==> src/rtl/branch_predictor_bht.sv <==
// Per-PC branch history table of saturating counters with one branch in flight between IF and ID.
// Optional gshare indexing is enabled by defining GSHARE_EN.
module branch_predictor_bht #(
  parameter int XLEN        = 32,
  parameter int BHT_ENTRIES = 16,
  parameter int CTR_BITS    = 2,
  parameter int GHR_BITS    = 4
) (
  input  logic            clk,
  input  logic            rst_n,
  input  logic            stall,
  input  logic            if_branch,
  input  logic [XLEN-1:0] if_pc,
  input  logic [XLEN-1:0] if_target,
  input  logic            id_branch,
  input  logic            id_taken,
  output logic            predict_taken,
  output logic [XLEN-1:0] next_pc,
  output logic            mispredict,
  output logic [31:0]     br_count,
  output logic [31:0]     mp_count
);

  localparam int IDX_W = $clog2(BHT_ENTRIES);
  localparam logic [CTR_BITS-1:0] CTR_MAX  = '1;
  localparam logic [CTR_BITS-1:0] CTR_INIT = CTR_BITS'((1 << (CTR_BITS - 1)) - 1);

  typedef struct packed {
    logic             valid;
    logic [XLEN-1:0]  pc;
    logic [XLEN-1:0]  target;
    logic             pred;
    logic [IDX_W-1:0] idx;
  } inflight_t;

  logic [CTR_BITS-1:0] ctr_q [BHT_ENTRIES];
  logic [CTR_BITS-1:0] ctr_d;
  inflight_t           infl_q, infl_d;
  logic [31:0]         br_count_q, br_count_d;
  logic [31:0]         mp_count_q, mp_count_d;
  logic [IDX_W-1:0]    if_idx;
  logic                active;
  logic                ctr_msb;

`ifdef GSHARE_EN
  logic [GHR_BITS-1:0] ghr_q, ghr_d;

  assign if_idx = if_pc[IDX_W+1:2] ^ IDX_W'(ghr_q);
  // Truncating the concatenation gives the plain shift, and also covers GHR_BITS == 1.
  assign ghr_d  = GHR_BITS'({ghr_q, id_taken});

  always_ff @(posedge clk) begin
    if (!rst_n) begin
      ghr_q <= '0;
    end else if (active) begin
      ghr_q <= ghr_d;
    end
  end
`else
  assign if_idx = if_pc[IDX_W+1:2];
`endif

  assign active     = rst_n & ~stall & id_branch & infl_q.valid;
  assign mispredict = active & (id_taken != infl_q.pred);
  assign ctr_msb    = ctr_q[if_idx][CTR_BITS-1];
  // A redirecting mispredict squashes whatever IF holds, so its prediction is masked.
  assign predict_taken = rst_n & ~stall & if_branch & ~mispredict & ctr_msb;

  always_comb begin
    // NOTE: every comb output gets a default first so no path can infer a latch.
    next_pc    = if_pc + XLEN'(4);
    ctr_d      = ctr_q[infl_q.idx];
    infl_d     = '0;
    br_count_d = br_count_q;
    mp_count_d = mp_count_q;

    if (mispredict) begin
      next_pc = id_taken ? infl_q.target : infl_q.pc + XLEN'(4);
    end else if (predict_taken) begin
      next_pc = if_target;
    end

    if (id_taken && ctr_d != CTR_MAX) begin
      ctr_d = ctr_d + CTR_BITS'(1);
    end else if (!id_taken && ctr_d != '0) begin
      ctr_d = ctr_d - CTR_BITS'(1);
    end

    if (br_count_q != '1) br_count_d = br_count_q + 32'd1;
    if (mp_count_q != '1) mp_count_d = mp_count_q + 32'd1;

    if (if_branch && !mispredict) begin
      infl_d = '{valid: 1'b1, pc: if_pc, target: if_target, pred: ctr_msb, idx: if_idx};
    end
  end

  // NOTE: non-blocking assignments only in clocked blocks, so every register samples pre-edge values.
  always_ff @(posedge clk) begin
    if (!rst_n) begin
      // NOTE: the table is reset entry by entry because prediction depends on a known initial bias.
      for (int i = 0; i < BHT_ENTRIES; i++) ctr_q[i] <= CTR_INIT;
      infl_q     <= '0;
      br_count_q <= '0;
      mp_count_q <= '0;
    end else if (!stall) begin
      infl_q <= infl_d;
      if (active) begin
        ctr_q[infl_q.idx] <= ctr_d;
        br_count_q        <= br_count_d;
        if (mispredict) mp_count_q <= mp_count_d;
      end
    end
  end

  assign br_count = br_count_q;
  assign mp_count = mp_count_q;

endmodule

==> config.mk <==
export PLATFORM = sky130hd
export DESIGN_NAME = branch_predictor_bht
export DESIGN_NICKNAME = d
export VERILOG_FILES = /design/src/rtl/branch_predictor_bht.sv
export SDC_FILE = /design/constraint.sdc
export NUM_CORES = 1
export LEC_CHECK = 0
export BUFFER_PORTS_ARGS = -buffer_cell sky130_fd_sc_hd__clkbuf_2
export CAP_MARGIN = 5
export CORE_UTILIZATION = 56
export DETAILED_ROUTE_END_ITERATION = 16
export HOLD_SLACK_MARGIN = 0.1
export MAX_ROUTING_LAYER = met4
export PLACE_DENSITY = 0.87
export SYNTH_ARGS = -nofsm -noshare
export SYNTH_HDL_FRONTEND = slang
export SYNTH_SLANG_ARGS = --single-unit
==> constraint.sdc <==
create_clock -name clk -period 3.48 [get_ports clk]
set_clock_uncertainty 0.2 [all_clocks]
set_input_delay 0 -clock clk [delete_from_list [all_inputs] [get_ports clk]]
set_output_delay 0 -clock clk [all_outputs]
set_load 0.03 [all_outputs]
Word-level counts from Yosys, hierarchy flattened
Memories as Yosys holds them, arrays and structs flattened. A register that Yosys moved wholly into a read port is not among the register bits.
Cells that the tools add are included.
{"block": "classes", "mux": 16, "n_bitwise": 9, "n_reduce_logical": 9, "n_addsub": 6, "n_eq_ne": 4}
{"op": "32-bit 2-to-1 mux", "n": 3}
{"op": "70-bit 2-to-1 mux", "n": 1}
{"op": "32-bit by 1-bit adder with 32-bit output (second input constant)", "n": 2}
{"op": "32-bit by 3-bit adder with 32-bit output (second input constant)", "n": 2}
{"op": "32-bit inequality test (second input constant)", "n": 2}
{"op": "4-bit 2-to-1 mux", "n": 3}
{"op": "1-bit AND", "n": 7}
{"op": "1-bit 2-to-1 mux", "n": 6}
{"op": "2-bit 2-to-1 mux", "n": 3}
{"op": "4-bit AND reduction", "n": 1}
{"op": "1-bit logical AND", "n": 3}
{"op": "3-bit AND reduction", "n": 1}
{"op": "2-bit by 1-bit adder with 2-bit output (second input constant)", "n": 1}
{"op": "1-bit zero test", "n": 2}
{"op": "2-bit inequality test (second input constant)", "n": 1}
{"op": "1-bit NOT", "n": 2}
{"op": "2-bit nonzero test", "n": 1}
{"op": "2-bit OR reduction", "n": 1}
{"op": "2-bit by 1-bit subtractor with 2-bit output (second input constant)", "n": 1}
{"op": "1-bit inequality test", "n": 1}
{"block": "word_totals", "reg_bits": 134, "input_bits": 70, "mem_bits_rw": 32, "out_inout_bits": 98, "elab_cells": 52, "memories": 1}
{"memory": "ctr_q", "depth": 16, "width": 2, "read_ports": 2, "rd_clocked_by_memory_dff": 1, "write_ports": 16, "line_no": "36", "rtl": "logic [CTR_BITS-1:0] ctr_q [BHT_ENTRIES];"}

Logic depth before layout (Yosys ltp)
Gate-level depths: netlist (run 1).
{"block": "depth", "depth_word": 10, "mapped_depth": 11, "ltp_nobuf": 9}

Worst setup path before layout (run 1)
Ideal clock, no wire load.
{"block": "synth_timing", "kind": "flip-flop to flip-flop", "from": "reg (tool-made name)", "to": "mem ctr_q[0][0], data pin", "period_less_slack_ps": 2799, "path_buffers": 2, "t_required_ps": 3024, "path_slack_ps": 681, "arrival_ps": 2342, "setup_time_ps": 256, "path_stages_with_launch": 9, "path_cell_list": "dfxtp_1 buf_4 mux4_2 mux4_2 ha_1 mux2i_1 xnor2_2 buf_6 nand2b_1"}
{"element": "end: declaration", "line_no": "36"}

Worst setup path after layout (run 1)
{"block": "layout_timing", "from": "in if_pc[3]", "to": "out next_pc[30]"}
{"block": "layout_via", "elab_chain_cells": 4, "elab_cells_between_ends": 5, "cone_classes": "add/sub: 1; mux: 2; bitwise: 1; memory: 1"}
{"element": "start: declaration", "line_no": "13", "rtl": "input logic [XLEN-1:0] if_pc,"}
{"element": "parallel branches: the longest is 2 deep, another holds 32-bit by 3-bit adder with 32-bit output"}
{"element": "32-bit 2-to-1 mux *", "line_no": "79", "rtl": "end else if (predict_taken) begin"}
{"element": "32-bit 2-to-1 mux *", "line_no": "77", "rtl": "if (mispredict) begin"}
{"element": "end: declaration", "line_no": "18", "rtl": "output logic [XLEN-1:0] next_pc,"}
Mark *: on every way between the ends.

==> results.cfg, run 1 <==
[floorplanning]
start_util = 0.5742
dieHeight_um = 129.9
fp.coreArea_um2 = 15940
dieArea_um2 = 16860
rows = 46
die_w_um = 129.9
ios = 168

[critical_path]
cp.required_ps = 3280
cp-end-kind = primary output
worst_setup_path_start_kind = input pin
arrival_ps = 3130
worstPathMaxFanout = 10
path_cells = dlygate4sd3_1, clkbuf_2, ha_1, nand4_1, or3_1, nor4_2, xor2_1, nor2_1, o22ai_1, clkbuf_2
slowest_delay_ps = 600
criticalPathCategory = in2out
crit_top_cell = clkbuf_2
slowest_stage = or3_1
worstSetupStartpoint = if_pc[3]

[global_route]
grt_pass1_vias = 8878
antenna_found_initial = 0
grt.overflow.total = 0
track_usage = 0.3368
grt_start_max_net_pins = 66
grt_pass1_wl_um = 43190

[layout]
final_common_cell = clkbuf_2
final_util = 0.7204
syn2layout_area_growth_pct = 25.45
final_layout_size_suffix_gt1_frac = 0.2109
antenna_cells = 0
fin_nets = 1295
final_cell_mix = clkbuf_2, dfxtp_1, nand2_1

[routing]
drcViolationCount = 0
routedWlPerCell_um = 18.89
vias = 9028
first_pass_iters = 6
drt_iter0_drc = 1111
postRouteAntennaNets = 0
vias_per_cell = 6.252
drt-total-wl_um = 27270

[sta]
finalCriticalPeriod_ps = 3328
period_share = 0.9562
clock.fmax_mhz = 300.5
worst_pin_slew_ps = 1020
setup_viol = 0
hold_viol = 0
finalSetupTns_ps = 0
slew_viol_final = 0
rsz0062_at_grt = false
slew_headroom = 0.3135

[synth]
synth_flop_cell = dfxtp_1
netlist_area_um2 = 9155
ys.warnings.count = 0
synth_edf_count = 32
syn_nets = 1075
ys_ff_latch = 166
synthCells = 996
yosysSeqAreaShare = 0.3980
yosysUniqueCellTypes = 63
syn_area_per_cell_um2 = 9.192
synth-async-reset-ratio = 0

[clocking]
htree_levels = 4
cts_root_buf = clkbuf_16
clk_latency_ps = 430
cts_sinks = 166
tritoncts = built
cts_buffers = 17
clockBufferDepth = 2
clk_pin_slew_ps = 70

[power_and_ir_drop]
pwr_density_cell_nw_per_um2 = 382.7
cellLeakagePower_nw = 4.594
irDropWorstVdd_v = 0.0003831

[hold_path]
hp-class = in2reg
worstHoldStart = if_target[0]

[place]
port_buffers = 167
gp_congestion = 0.9253
hpwlAfterDp_um = 16530

[status]
outcome = finished, final reports clean

[run]
cap_violations = 0
[state kept, by name (all words and copies together) (netlist names), named ones only]
| name | count |
|---|---|
| ctr_q | 32 |
| br_count | 32 |
| mp_count | 32 |
| infl_q | 66 |
[layout make-up]
class	count	area (um2)
clock buffers	21	481.7
clock inverters	10	85.08
fillers	1111	4458
inverters	23	86.33
multi-input cells	748	5174
flip-flops and latches	166	3643
well taps	216	270.3
repair buffers	260	1744
[kinds of logic (layout without fill, tap and decap cells)]
| family | Yosys count | in the layout | share of synthesized area |
|---|---|---|---|
| simple gates | 425 | 425 | 0.2497 |
| compound gates | 172 | 172 | 0.1434 |
| flops | 166 | 166 | 0.3980 |
| xor+xnor | 99 | 99 | 0.09553 |
| buf+inv | 82 | 314 | 0.03813 |
| mux | 43 | 43 | 0.06300 |
| fa+ha+maj | 9 | 9 | 0.01230 |
[layer usage]
metal,up-vias,share of wire,global-route usage
li1,4073,-,-
met1,4255,0.38,0.3813
met2,563,0.48,0.5398
met3,137,0.095,0.09635
met4,0,0.041,0.1806
met5,-,0,-
[cells in the mapped netlist, types with 3 or more instances]
cell type	n	share of area
a21boi_0	12	0.0098
buf_1	7	0.0029
nand2b_1	18	0.012
a31oi_1	3	0.0021
ha_1	9	0.012
buf_2	10	0.0055
nor2_1	54	0.022
or3_2	3	0.0025
dfxtp_1	134	0.29
nor2b_1	4	0.0027
and3_1	15	0.010
o211a_1	5	0.0055
a21oi_1	3	0.0016
mux2_2	7	0.0086
xnor2_1	50	0.048
nor4_2	3	0.0041
a21o_1	4	0.0033
o211ai_1	6	0.0049
nand3_1	71	0.039
o21ai_0	38	0.021
nand4b_1	3	0.0029
or4_1	3	0.0025
nor3_1	30	0.016
and4_1	7	0.0067
nand4_1	30	0.021
o221a_2	5	0.0061
a22o_1	64	0.061
or2_2	3	0.0021
mux2i_1	25	0.027
and2_1	48	0.033
nor4_1	12	0.0082
edfxtp_1	32	0.10
or3_1	14	0.0096
inv_1	23	0.0094
mux4_2	11	0.027
a211oi_1	6	0.0049
a311oi_1	5	0.0048
nand2_1	90	0.037
clkbuf_1	38	0.016
o311ai_0	4	0.0038
xor2_1	48	0.046
o22ai_1	11	0.0075
nor4b_1	3	0.0029
[per-stage QoR]
step	total power [mW]	area [um2]	hold WS (ps)	instances	worst slack (ps)
global placement	2.500	10120	32.70	1334	398.6
global route	4.509	11480	175.7	1444	19.45
finish	4.395	11480	153.9	1444	152.4
detailed placement	2.507	10120	41.37	1334	319.2
CTS	4.367	11480	141.0	1444	197.6
floorplan	2.356	9155	-67.35	996	681.1
[worst max-delay path: cells and delay by family]
family,cells,cell delay [ps]
buf+inv,3,1060
xor+xnor,1,310
simple gates,4,1320
fa+ha+maj,1,270
compound gates,1,160
[timing repair]
item	4_1_cts	5_1_grt
hold buffers	79	0
gates resized for setup	0	1
setup endpoints to repair	0	1
hold endpoints to repair	102	0
setup buffers	0	0
[worst paths after layout]
| path | endpoint | slack (ps) | cells past startpoint |
|---|---|---|---|
| worst max-delay path | next_pc[30] | 150 | 10 |
| worst min-delay path | infl_q[5]$_SDFFE_PN0N_ | 150 | 3 |
| worst max register to register | ctr_q[5][0]$_SDFFCE_PN1P_ | 180 | 8 |
| worst min register to register | infl_q[4]$_SDFFE_PN0N_ | 260 | 2 |
[power breakdown]
group          total (mW)  internal (mW)  switching (mW)
combinational       0.526          0.219           0.307
sequential           2.04           2.00          0.0395
clock                1.83           1.00           0.828
total                4.39           3.22            1.17
Power figures use the tool's default switching activity.
==> run 2, diff against run 1 <==
--- a/config.mk
+++ b/config.mk
@@ -11,7 +11,7 @@
 export DETAILED_ROUTE_END_ITERATION = 16
 export HOLD_SLACK_MARGIN = 0.1
 export MAX_ROUTING_LAYER = met4
-export PLACE_DENSITY = 0.87
+export PLACE_DENSITY = 0.84
 export SYNTH_ARGS = -nofsm -noshare
 export SYNTH_HDL_FRONTEND = slang
 export SYNTH_SLANG_ARGS = --single-unit
==> run 2 against run 1 <==
Compared with the run above: combinational power decreased by 2%; final area fell by 0.49%; hold slack worse by 56 ps; largest cell class unchanged; largest power group unchanged; highest routed layer unchanged.
==> results.cfg, run 2 (synthesized netlist as in run 1, its figures left out) <==
[status]
outcome = finished, final reports clean

[floorplanning]
dieHeight_um = 129.9
dieArea_um2 = 16860
start_util = 0.5742
rows = 46
die_w_um = 129.9
fp.coreArea_um2 = 15940
ios = 168

[layout]
fin_nets = 1283
final_layout_size_suffix_gt1_frac = 0.2136
largest-register = infl_q
final_common_cell = clkbuf_2
fillCellCount = 1124
syn2layout_area_growth_pct = 24.83
largest_reg_flops = 66
final_area_um2 = 11430
final_cell_mix = clkbuf_2, dfxtp_1, nand2_1

[critical_path]
reg2reg_slack_ps = 230
arrival_ps = 3150
reg2reg_depth = 8
criticalPathCategory = in2out
slowest_stage = nor4_1
cp-end-kind = primary output
worstPathMaxFanout = 8
path_cells = dlygate4sd3_1, clkbuf_2, nand2_1, nor4_1, nand4_1, xnor2_1, mux2i_1, o22ai_1, clkbuf_2
worst_setup_path_start_kind = input pin
cp.required_ps = 3280
crit_top_cell = clkbuf_2
cp.depth = 9
slowest_delay_ps = 930
path_delay_family = simple AND/OR/NAND/NOR gates
path_buf_inv = 3
rr_endpoint = ctr_q[11][0]$_SDFFCE_PN1P_

[sta]
rsz0062_at_grt = true
clock.fmax_mhz = 298.9
holdWs_ps = 97.62
finalCriticalPeriod_ps = 3346
slew_viol_final = 0
setup_viol = 0
period_share = 0.9615
worst_pin_slew_ps = 1047
hold_viol = 0
layout_setup_ws_ps = 134.1
slew_headroom = 0.2957

[place]
gp_congestion = 0.9144
port_buffers = 167
hpwlAfterDp_um = 16730
preCtsSetupSlack_ps = 76.74
dpl_cell_area_um2 = 10110

[routing]
routedWlPerCell_um = 18.34
drt_iter0_drc = 924
drcViolationCount = 0
postRouteAntennaNets = 0
vias = 8786
first_pass_iters = 9
vias_per_cell = 6.123
drt-total-wl_um = 26320

[clocking]
cts_sinks = 166
tritoncts = built
cts_buffers = 17
postCtsSetupBuffers = 0
clockBufferDepth = 2
cts_root_buf = clkbuf_16
clk_pin_slew_ps = 70
clk_latency_ps = 430
htree_levels = 4

[power_and_ir_drop]
switching_power_mw = 1.202
power_frac_clock = 0.434
internal-power_mw = 3.308
power_frac_comb = 0.114
power.share.switching = 0.2665
pwr_density_cell_nw_per_um2 = 394.6
irDropWorstVdd_v = 0.0003832
p_seq_frac = 0.451
cellLeakagePower_nw = 4.568

[hold_path]
worstHoldPathCells = 5
min_to = infl_q[4]$_SDFFE_PN0N_
hp-class = in2reg
worstHoldStart = if_branch

[global_route]
grt_pass1_wl_um = 41260
antenna_found_initial = 1
track_usage = 0.3232
grt_start_max_net_pins = 66
grt_pass1_vias = 8265
grt.overflow.total = 0

[run]
cap_violations = 0
## run 2: how the worst max path moves through the flow
stage                  start                    endpoint  slack, ps
finish              if_pc[5]                 next_pc[23]        130
global route           rst_n                 next_pc[28]        -40
CTS                    rst_n                 next_pc[28]         30
detailed placement  register  ctr_q[13][0]$_SDFFCE_PN1P_         80
global placement    register  ctr_q[15][0]$_SDFFCE_PN1P_        260
floorplan           register   ctr_q[0][0]$_SDFFCE_PN1P_        680
## run 2: final cells by class
type / instances / area [um2] / area share
inverter: 23 / 86.33 / 0.007554
antenna: 2 / 5.005 / 0.0004379
multi-input combinational: 748 / 5184 / 0.4536
clock buffer: 21 / 514.2 / 0.04500
clock inverter: 11 / 110.1 / 0.009634
sequential: 166 / 3643 / 0.3188
timing repair buffer: 248 / 1615 / 0.1413
tap: 216 / 270.3 / 0.02365
## run 2: through the flow
step	TNS [ps]	std cells	power, mW	util
finish	0	1435	4.510	0.7168
global placement	0	1334	2.499	0.6340
global route	-74.38	1434	4.650	0.7167
detailed placement	0	1334	2.508	0.6340
floorplan	0	996	2.356	-
CTS	0	1433	4.514	0.7153
## run 2: what timing repair did
| item | CTS | global route |
|---|---|---|
| setup endpoints to repair | 0 | 48 |
| gates resized for setup | 0 | 4 |
| endpoints found under the hold margin | 102 | 0 |
| hold buffers | 67 | 0 |
## run 2: worst min-delay path, delay by kind of cell
family / cells / cell delay, ps
AND/OR/NAND/NOR: 3 / 400
buffers and inverters: 2 / 290
## run 2: power groups by stage
stage / sequential, mW / combinational [mW] / clock, mW
finish: 2.04 / 0.516 / 1.96
global route: 2.04 / 0.547 / 2.06
CTS: 2.03 / 0.495 / 1.99
detailed placement: 2.08 / 0.432 / 0
global placement: 2.07 / 0.425 / 0
floorplan: 2.06 / 0.294 / 0
## run 2: per-layer routing
| metal | routed length [um] | vias to the layer above | part of all wire | track usage |
|---|---|---|---|---|
| li1 | - | 4065 | - | - |
| met1 | 10630 | 4106 | 0.40 | 0.3960 |
| met2 | 12260 | 506 | 0.47 | 0.5055 |
| met3 | 2439 | 109 | 0.093 | 0.07954 |
| met4 | 986 | 0 | 0.037 | 0.1423 |
| met5 | 0 | - | 0 | - |
==> run 3, diff against run 2 <==
--- a/config.mk
+++ b/config.mk
@@ -7,11 +7,11 @@
 export LEC_CHECK = 0
 export BUFFER_PORTS_ARGS = -buffer_cell sky130_fd_sc_hd__clkbuf_2
 export CAP_MARGIN = 5
-export CORE_UTILIZATION = 56
+export CORE_UTILIZATION = 45
 export DETAILED_ROUTE_END_ITERATION = 16
 export HOLD_SLACK_MARGIN = 0.1
 export MAX_ROUTING_LAYER = met4
-export PLACE_DENSITY = 0.84
+export PLACE_DENSITY = 0.71
 export SYNTH_ARGS = -nofsm -noshare
 export SYNTH_HDL_FRONTEND = slang
 export SYNTH_SLANG_ARGS = --single-unit
==> run 3 against run 2 <==
Compared with the run above: global-route usage down 7.0 points; first-iteration DRC count down 42%; hold slack better by 27 ps; die area up 24%; via count down 3.0%; wire length down 3.6%; cell count up 3.7%; non-clock buffer count up 8; register-to-register slack worse by 20 ps; total power down 0.33%; largest power group unchanged.
==> results.cfg, run 3 (synthesized netlist as in run 1, its figures left out) <==
[critical_path]
reg2reg_slack_ps = 210
cp.required_ps = 3420
path_buf_inv = 1
slowest_stage = xnor2_2
crit_top_cell = mux4_2
rr_endpoint = ctr_q[4][0]$_SDFFCE_PN1P_
path_cells = mux4_2, mux4_2, inv_1, ha_1, mux2i_1, xnor2_2, nand2b_1
slowest_delay_ps = 660
reg2reg_depth = 7
worst_setup_path_start_kind = register
criticalPathCategory = reg2reg
path_delay_family = multiplexers
arrival_ps = 3210
cp-end-kind = register
worstPathMaxFanout = 16

[layout]
final_common_cell = clkbuf_2
final_layout_size_suffix_gt1_frac = 0.2118
fillCellCount = 1683
final_util = 0.5851
antenna_cells = 0
fin_nets = 1291
syn2layout_area_growth_pct = 26.01
final_cell_mix = clkbuf_2, dfxtp_1, nand2_1
largest_reg_flops = 66
largest-register = infl_q

[global_route]
antenna_found_initial = 0
track_usage = 0.2532
grt_pass1_vias = 7977
grt.overflow.total = 0
grt_pass1_wl_um = 40100
grt_start_max_net_pins = 66

[power_and_ir_drop]
irDropWorstVdd_v = 0.0003090
pwr_density_cell_nw_per_um2 = 389.6
cellLeakagePower_nw = 4.599

[hold_path]
worstHoldPathCells = 5
min_to = br_count[3]$_SDFFE_PN0P_
worstHoldStart = id_branch
hp-class = in2reg

[sta]
finalSetupTns_ps = 0
setup_viol = 0
finalCriticalPeriod_ps = 3271
hold_viol = 0
clock.fmax_mhz = 305.7
slew_viol_final = 0
worst_pin_slew_ps = 804.7
rsz0062_at_grt = false
period_share = 0.9399
slew_headroom = 0.4609

[clocking]
cts_root_buf = clkbuf_16
postCtsSetupBuffers = 0
tritoncts = built
cts_buffers = 17
cts_sinks = 166
htree_levels = 4
clk_latency_ps = 430
clk_pin_slew_ps = 70
clockBufferDepth = 2

[floorplanning]
dieArea_um2 = 20920
dieHeight_um = 144.6
die_w_um = 144.6
ios = 168
fp.coreArea_um2 = 19720
start_util = 0.4643
rows = 51

[routing]
vias_per_cell = 5.727
first_pass_iters = 6
drt_iter0_drc = 538
postRouteAntennaNets = 0
drt-total-wl_um = 25380
vias = 8522
drcViolationCount = 0
routedWlPerCell_um = 17.06

[status]
outcome = finished, final reports clean

[place]
gp_congestion = 0.8806
port_buffers = 167
hpwlAfterDp_um = 16940

[run]
cap_violations = 0
-- run 3: report_power, final --
group	switching [mW]	total [mW]	internal [mW]
Combinational	0.294	0.509	0.215
Clock	0.831	1.95	1.12
Sequential	0.0378	2.03	2.00
Total	1.16	4.49	3.33
-- run 3: how the worst max path moves through the flow --
stage	start	end	slack (ps)	depth (start not counted)
after detailed placement	register	ctr_q[1][0]$_SDFFCE_PN1P_	280	7
after global routing	if_pc[3]	next_pc[28]	40	10
after floorplan	register	ctr_q[0][0]$_SDFFCE_PN1P_	680	8
after CTS	register	ctr_q[4][0]$_SDFFCE_PN1P_	200	7
final	register	ctr_q[4][0]$_SDFFCE_PN1P_	210	7
after global placement	register	ctr_q[15][0]$_SDFFCE_PN1P_	350	7
-- run 3: cell type report --
| class | instances | area [um2] | area share |
|---|---|---|---|
| multi-input cells | 748 | 5167 | 0.4479 |
| flip-flops and latches | 166 | 3643 | 0.3158 |
| repair buffers | 256 | 1702 | 0.1475 |
| clock buffers | 20 | 500.5 | 0.04338 |
| well taps | 265 | 331.6 | 0.02874 |
| clock inverters | 10 | 105.1 | 0.009111 |
| inverters | 23 | 86.33 | 0.007484 |
-- run 3: routing by layer --
layer | track usage | part of all wire | vias to the layer above
li1 | - | - | 4078
met1 | 0.3206 | 0.44 | 4052
met2 | 0.3879 | 0.47 | 326
met3 | 0.06126 | 0.071 | 66
met4 | 0.1003 | 0.025 | 0
met5 | - | 0 | -
-- run 3: metrics by stage --
step / total power, mW / hold WS, ps / setup slack, ps / instances / instance area, um2
final: 4.495 / 124.7 / 209.2 / 1488 / 11540
after global routing: 4.644 / 164.5 / 37.59 / 1488 / 11540
after CTS: 4.523 / 101.5 / 196.5 / 1488 / 11540
after detailed placement: 2.512 / 39.88 / 283.9 / 1384 / 10190
after global placement: 2.506 / 34.29 / 348.8 / 1384 / 10190
after floorplan: 2.356 / -67.35 / 681.1 / 996 / 9155
-- run 3: timing repair --
action / in CTS / in global routing
gates resized for setup: 0 / 0
endpoints found under the hold margin: 104 / 0
hold buffers: 74 / 0
-- run 3: worst register-to-register path: stages, from the launching register on --
cell and delay (ps):
dfxtp_1 490, mux4_2 550, mux4_2 530, inv_1 90, ha_1 180, mux2i_1 110
xnor2_2 660, nand2b_1 170
